File: src/rtl/memarb.sv
// rtl/memarb.sv - fetch/data single-port memory arbiter with one-cycle read return
// Optional fetch anti-starvation counter enabled by defining MEMARB_FAIR_EN.
`ifndef SIZE_ADDR
`define SIZE_ADDR 16
`endif
`ifndef SIZE_DATA
`define SIZE_DATA 32
`endif

module memarb #(
  parameter int unsigned STARVE_MAX = 4
) (
  input  logic                  iw_clk,
  input  logic                  iw_rst,
  input  logic                  iw_if_req,
  input  logic [`SIZE_ADDR-1:0] iw_if_addr,
  output logic                  ow_if_gnt,
  output logic                  ow_if_rvalid,
  output logic [`SIZE_DATA-1:0] ow_if_rdata,
  output logic                  ow_if_stall,
  input  logic                  iw_ma_req,
  input  logic                  iw_ma_we,
  input  logic [`SIZE_ADDR-1:0] iw_ma_addr,
  input  logic [`SIZE_DATA-1:0] iw_ma_wdata,
  output logic                  ow_ma_gnt,
  output logic                  ow_ma_rvalid,
  output logic [`SIZE_DATA-1:0] ow_ma_rdata,
  output logic                  ow_mem_we,
  output logic [`SIZE_ADDR-1:0] ow_mem_addr,
  output logic [`SIZE_DATA-1:0] ow_mem_wdata,
  input  logic [`SIZE_DATA-1:0] iw_mem_rdata
);

  typedef enum logic [1:0] {
    IDLE  = 2'd0,
    RD_IF = 2'd1,
    RD_MA = 2'd2
  } state_e;

  state_e state_q, state_d;
  logic   force_if;

`ifdef MEMARB_FAIR_EN
  logic [3:0] starve_q, starve_d;

  // Once data has won STARVE_MAX times in a row against a waiting fetch, fetch wins once.
  assign force_if = iw_if_req && iw_ma_req && (starve_q == 4'(STARVE_MAX));

  always_ff @(posedge iw_clk or posedge iw_rst) begin
    if (iw_rst) starve_q <= 4'd0;
    else        starve_q <= starve_d;
  end

  always_comb begin
    starve_d = starve_q;
    if (!iw_if_req || ow_if_gnt) starve_d = 4'd0;
    else if (ow_ma_gnt)          starve_d = starve_q + 4'd1;
  end
`else
  assign force_if = 1'b0;
`endif

  assign ow_ma_gnt   = !iw_rst && iw_ma_req && !force_if;
  assign ow_if_gnt   = !iw_rst && iw_if_req && !ow_ma_gnt;
  assign ow_if_stall = !iw_rst && iw_if_req && !ow_if_gnt;

  assign ow_mem_we    = iw_ma_we && ow_ma_gnt;
  assign ow_mem_addr  = ow_ma_gnt ? iw_ma_addr : (ow_if_gnt ? iw_if_addr : '0);
  assign ow_mem_wdata = ow_mem_we ? iw_ma_wdata : '0;

  always_ff @(posedge iw_clk or posedge iw_rst) begin
    if (iw_rst) state_q <= IDLE;
    else        state_q <= state_d;
  end

  // State tracks which requester owns the read data returning next cycle.
  always_comb begin
    state_d = IDLE;
    if (ow_if_gnt)                   state_d = RD_IF;
    else if (ow_ma_gnt && !iw_ma_we) state_d = RD_MA;
  end

  always_comb begin
    ow_if_rvalid = 1'b0;
    ow_ma_rvalid = 1'b0;
    ow_if_rdata  = '0;
    ow_ma_rdata  = '0;
    case (state_q)
      RD_IF: begin
        ow_if_rvalid = 1'b1;
        ow_if_rdata  = iw_mem_rdata;
      end
      RD_MA: begin
        ow_ma_rvalid = 1'b1;
        ow_ma_rdata  = iw_mem_rdata;
      end
      default: ;
    endcase
  end

endmodule

File: config.mk
export PLATFORM = sky130hd
export DESIGN_NAME = memarb
export DESIGN_NICKNAME = d
export VERILOG_FILES = /design/src/rtl/memarb.sv
export SDC_FILE = /design/constraint.sdc
export NUM_CORES = 1
export LEC_CHECK = 0
export CAP_MARGIN = 5
export CELL_PAD_IN_SITES_DETAIL_PLACEMENT = 1
export CELL_PAD_IN_SITES_GLOBAL_PLACEMENT = 1
export CORE_UTILIZATION = 10
export DETAILED_ROUTE_END_ITERATION = 10
export PLACE_DENSITY_LB_ADDON = 0.2
export SETUP_SLACK_MARGIN = 0.5
export SLEW_MARGIN = 20
export SYNTH_ARGS = -nofsm -noshare
export SYNTH_HDL_FRONTEND = slang
export SYNTH_SLANG_ARGS = --single-unit
File: constraint.sdc
create_clock -name iw_clk -period 3.2 [get_ports iw_clk]
set_input_delay 0.96 -clock iw_clk [delete_from_list [all_inputs] [get_ports iw_clk]]
set_output_delay 0.96 -clock iw_clk [all_outputs]
set_load 0.05 [all_outputs]
Word level (Yosys, flattened, before mapping)
Index checks and enable logic that the tools add are counted.
W data, S select, Z words.
- output and inout port bits: 118
- input bits: 101
- word-level logic and storage cells: 22
- register bits after elaboration: 2
- reduce and logical (&&, ||, !) cells: 10
- mux-type cells: 9
- equality and inequality tests: 2
- operator list (cell ; count):
    $mux W32 ; 3
    $mux W16 ; 2
    $logic_and A1 B1 Y1 ; 6
    $logic_not A1 Y1 ; 4
    $mux W2 ; 2
    $eq A2 B1 Y1 const B ; 1
    $eq A2 B2 Y1 const B ; 1
    $mux W1 ; 2

Longest topological paths before layout
Gate-level depths: netlist (run 1).
- depth in word-level cells: 6
- mapped depth: 4
- mapped depth without buffers: 2

Worst setup path after synthesis (run 1)
No wires, ideal clock.
- path type: in2out
- start: in iw_ma_req
- end: out ow_mem_addr[10]
- arrival time: 1889 ps
- cell stages on the path: 4
- path slack: 351 ps
- cell sequence: nor2b_1 buf_6 buf_6 a32o_1
- word-level cells in the longest chain between the ends: 5
- ends and longest elaborated chain (item ; line ; RTL):
    start, declared ; 21 ; input logic iw_ma_req,
    $logic_and A1 B1 Y1 * ; 63 ; assign ow_ma_gnt = !iw_rst && iw_ma_req && !force_if;
    named net ow_ma_gnt ; 25 ; output logic ow_ma_gnt,
    $logic_not A1 Y1 ; 64 ; assign ow_if_gnt = !iw_rst && iw_if_req && !ow_ma_gnt;
    $logic_and A1 B1 Y1 ; 64 ;
    $mux W16 ; 68 ; assign ow_mem_addr = ow_ma_gnt ? iw_ma_addr : (ow_if_gnt ? iw_if_addr : '0);
    $mux W16 * ; 68 ;
    end, declared ; 29 ; output logic [`SIZE_ADDR-1:0] ow_mem_addr,
Mark *: on every way through the listed nets, which the timed path passes. The rest lies on a longest branch.

Final worst setup path (run 1)
- start: in iw_ma_req
- end: out ow_mem_addr[1]
- word-level cells in the longest chain between the ends: 5
- ends and longest elaborated chain (item ; line):
    $logic_and A1 B1 Y1 * ; 63
    $logic_not A1 Y1 ; 64
    $logic_and A1 B1 Y1 ; 64
    $mux W16 ; 68
    $mux W16 * ; 68
Mark *: on every way between the ends. The rest lies on a longest branch, timed or not.

==> metrics.txt, run 1 <==
Int Pwr roughly 450 uW; largest net degree at the start of global routing 34; Final Hold Vio Count 0; die area slightly above 10000 um2; Antenna Cells 0; CP Capture Type primary output; final core utilization a little over half; die width 101 um; Final min period 2.79 ns; Commonest cells post-synth and2_1, a32o_1, buf_6; DRT iter0 DRCs 17; Final period util about 87%; top-count cell post-synth and2_1; hpwl dp 6090 um; Clock Tree Buf Depth 2; most area-consuming cells after synthesis and2_1, a32o_1, buf_6; maximum fanout along the worst path 7; area delta synth->final 408%; clock power share between 10% and 20%; Yosys reg bits 2; Largest register FFs 2; row cnt 35; Hold Path Class in -> async; Worst IR Drop VDD 0.152 mV; Total Wirelength a little under 8000 um; number of remaining DRC errors 0; Syn Area/Cell around 7.1 um2; global route total overflow 0; Max-Cap Viols 0; logic gate share of total power between 80% and 90%; clk slew on worst S/H paths ~0.030 ns; worst-margin pin slew about 0.37 ns; post-route ant nets 0; CTS root buf clkbuf_8; number of global-route vias before repair 2184; outcome completed; share of cells above drive strength 1 a little over two thirds; commonest register cell after synthesis dfrtp_1; Synth area leader and2_1; Seq/Total Area, Yosys a little over 5%; PD cells ~150 nW/um2; final setup violation count 0; CTS Sinks 2; fin nets ~470; post-synth cell types 12; pins over their slew limit 0; fmax about 0.36 GHz; # IOs 219; Critical Path RT 2.24 ns; biggest regs state_q x2; core area between 9000 and 10000 um2; gpl congestion ~0.67; switching pwr about 300 uW; initial antenna violation count 0; total global-route track usage ~15%; Cell Area, Placed about 4500 um2; Data arrival, critical path 1.83 ns; fin area between 4000 and 5000 um2; Pre-Repair DR Iteration Count 2; vias 1917; H-tree depth 1; WS Path Type in -> out; Avg WL per Cell between 15 and 20 um; Initial Util about a tenth; Slew HR between 70% and 80%; CTS tree yes; DR vias/cell around 3.9; port bufs ~220; Synth top area share 62.9%; CTS Buf Count 3; Flop pwr share 3.6%; first-pass GRT wire length ~12000 um; RSZ-0062 raised after global routing yes; asr flop ratio synth 100%; mapped cell area roughly 970 um2; leakage power about 2.3 nW; EDFF count, synth 0; Synth Net Count 238; switch share approximately two fifths; CP startpoint kind input port; die height 101 um; Syn. warnings 0; Post-Synthesis Cells roughly 140; Largest Register state_q
logic make-up after synthesis:
logic type | share of synthesized area (%)
AOI/OAI and AO/OA | 16.4
buffers and inverters | 10.9
DFF | 5.13
and+or+nand+nor | 67.5
stage by stage:
stage | TNS (ns) | instances | worst slack (ns) | hold WS, ns | power (mW)
after floorplan | 0 | 137 | 0.510 | 0.701 | 0.263
after CTS | 0 | 491 | 0.397 | 0.618 | 0.760
final | 0 | 491 | 0.406 | 0.625 | 0.756
after detailed placement | -7.97 | 478 | -0.263 | 1.23 | 0.612
after global routing | 0 | 491 | 0.374 | 0.635 | 0.786
after global placement | -6.69 | 478 | -0.223 | 1.22 | 0.606
placed cells by master (no fill, tap or decap):
| master | netlist | layout |
|---|---|---|
| buf_12 | 0 | 118 |
| and2_4 | 0 | 93 |
| clkdlybuf4s50_1 | 0 | 69 |
| dlymetal6s2s_1 | 0 | 24 |
| a32o_2 | 0 | 16 |
| buf_6 | 6 | 7 |
| buf_4 | 0 | 7 |
| and2_1 | 98 | 4 |
| dlygate4sd2_1 | 0 | 4 |
| and2b_1 | 3 | 3 |
| clkbuf_8 | 0 | 3 |
| and3b_2 | 1 | 3 |
| and3b_4 | 0 | 2 |
| dfrtp_1 | 2 | 2 |
| nor2b_4 | 0 | 1 |
| nor2_4 | 0 | 1 |
| and2_2 | 0 | 1 |
| inv_1 | 1 | 1 |
| buf_16 | 0 | 1 |
| buf_8 | 0 | 1 |
| buf_2 | 3 | 1 |
area by class of cell:
class | instances | area [um2]
fill | 956 | 4370
inverter | 1 | 3.75
sequential | 2 | 50.0
clock buffer | 3 | 41.3
timing repair buffer | 232 | 3570
multi-input combinational | 124 | 1130
tap | 129 | 161
power groups by stage:
stage	combinational (mW)	sequential, mW	clock (mW)
2_1_floorplan	0.236	0.0270	0
3_3_place_gp	0.579	0.0270	0
3_5_place_dp	0.585	0.0271	0
4_1_cts	0.631	0.0269	0.103
5_1_grt	0.653	0.0271	0.106
6_report	0.628	0.0269	0.101
final timing paths:
path | start | cells past startpoint | endpoint
max | iw_ma_req | 7 | ow_mem_addr[1]
min | iw_rst | 2 | state_q[1]$_DFF_PP0_
max in group asynchronous | iw_rst | 2 | state_q[0]$_DFF_PP0_
min in group iw_clk | iw_rst | 3 | state_q[1]$_DFF_PP0_
what timing repair did:
action	CTS	global route
hold buffers	0	0
buffers inserted	4	0
endpoints found under the setup margin	103	106
gates resized for setup	112	45
hold endpoints to repair	0	0
cloned	6	0
pin swaps	27	26
routing by layer:
metal / vias up / wire [um] / track usage, % / share of wire [%]
li1: 905 / - / - / -
met1: 900 / 2610 / 15.8 / 33
met2: 110 / 4510 / 31.2 / 57
met3: 2 / 731 / 3.74 / 9.3
met4: 0 / 31 / 1.56 / 0.39
met5: - / 0 / 0 / 0
critical path: stages:
cell and delay, ns:
buf_8 0.10, buf_6 0.11, nor2_4 0.10, buf_6 0.12
buf_16 0.11, a32o_2 0.19, buf_12 0.14
No activity file was read; power rests on OpenSTA's default activity.
==> run 2, diff against run 1 <==
Settings changed: CORE_MARGIN from default to 3.
==> metrics.txt, run 2 (synthesized netlist as in run 1, its figures left out) <==
worst-margin pin slew between 0.3 and 0.4 ns; Avg WL per Cell between 15 and 20 um; final setup violation count 0; outcome completed; WS Path Type in -> out; Hold-fix buffers, CTS 0; most common cell after layout, fill and taps aside buf_12; CP startpoint kind input port; routed length on met1 2930 um; uppermost layer routed met4; RSZ-0062 raised after global routing yes; Initial Util between 10% and 20%; fin area just over 5000 um2; largest net degree at the start of global routing 34; die width 105 um; clk slew on worst S/H paths around 0.03 ns; commonest cells after routing, fill and taps aside buf_12, and2_4, clkdlybuf4s50_1, dlymetal6s2s_1, a32o_2; Hold WS 0.847 ns; first-pass GRT wire length about 13000 um; cell mode on critical path buf_12; Max-Cap Viols 0; gpl congestion 0.748; CTS root buf clkbuf_8; number of global-route vias before repair 2249; met2 WL 5270 um; Antenna Cells 0; crit-path cells buf_8 > buf_6 > nor2_4 > buf_12 > buf_16 > a32o_2 > buf_12; fin nets ~480; Largest Register state_q; Clock Tree Buf Depth 2; Data arrival, critical path roughly 1.9 ns; Cell Area, Placed 4520 um2; non-filler instance count after layout 505; DRT iter0 DRCs 33; post-route ant nets 0; maximum fanout along the worst path 8; CP max-delay cell a32o_2; Worst IR Drop VDD roughly 0.11 mV; met3 wire length approximately 570 um; number of remaining DRC errors 0; CTS Buf Count 3; core area about 9400 um2; CTS Sinks 2; CTS tree yes; CP max stage delay about 0.19 ns; total global-route track usage ~15%; Final min period ~2.9 ns; leakage power 2.47 nW; placed cell count 480; Slew HR 75.9%; global route total overflow 0; Pre-Repair DR Iteration Count 3; vias between 1500 and 2000; area delta synth->final 426%; Largest register FFs 2; pins over their slew limit 0; Hold Path Class in -> async; initial antenna violation count 0; biggest regs state_q x2; Final period util 89.9%; DR vias/cell roughly 3.9; PD cells 152 nW/um2; Total Wirelength 8840 um; share of cells above drive strength 1 a little over 70%; CP Capture Type primary output; total power 777 uW; die area 11000 um2; Final Hold Vio Count 0; Critical Path RT approximately 2.2 ns; fmax 0.348 GHz; row cnt 35; # IOs roughly 220; hpwl dp ~6800 um; die height 105 um; H-tree depth 1; port bufs 218
==> run 2: stage by stage <==
stage	setup slack (ns)	util, %	TNS, ns
2_1_floorplan	0.510	-	0
5_1_grt	0.278	54.7	0
4_1_cts	0.328	53.3	0
3_3_place_gp	-0.141	48.2	-3.93
6_report	0.324	54.7	0
3_5_place_dp	-0.163	48.2	-4.83
==> run 2: repair_timing <==
item | CTS | global route
setup endpoints to repair | 107 | 103
buffers inserted | 12 | 1
pin swaps | 32 | 21
gates cloned | 8 | 1
resized for setup | 122 | 46
==> run 2: worst max-delay path: cells and delay by family <==
family	cells	cell delay (ns)
AOI/OAI and AO/OA	1	0.19
and+or+nand+nor	1	0.16
buffers and inverters	5	0.59
==> run 2: cell type report <==
class | count | area [um2]
Multi-Input combinational cell | 123 | 1120
Sequential cell | 2 | 50.0
Tap cell | 129 | 161
Clock buffer | 3 | 41.3
Inverter | 1 | 3.75
Fill cell | 922 | 4250
Timing Repair Buffer | 247 | 3750
==> run 2: metal layers <==
| layer | up-vias | GRT usage (%) |
|---|---|---|
| li1 | 932 | - |
| met1 | 933 | 15.4 |
| met2 | 117 | 31.8 |
| met3 | 4 | 3.34 |
| met4 | 0 | 2.16 |
| met5 | - | 0 |
==> run 2: worst max-delay path by stage <==
stage / startpoint / to / slack, ns
2_1_floorplan: iw_ma_req / ow_mem_addr[11] / 0.51
3_3_place_gp: iw_ma_we / ow_mem_wdata[15] / -0.14
3_5_place_dp: iw_ma_req / ow_mem_wdata[31] / -0.16
4_1_cts: iw_ma_req / ow_mem_addr[1] / 0.33
5_1_grt: iw_ma_req / ow_mem_addr[0] / 0.28
6_report: iw_ma_req / ow_mem_addr[3] / 0.32
==> run 2: power by group <==
part	total, mW	switching (mW)	internal [mW]
Clock	0.0978	0.0184	0.0794
Sequential	0.0268	0.000312	0.0265
Combinational	0.652	0.290	0.363
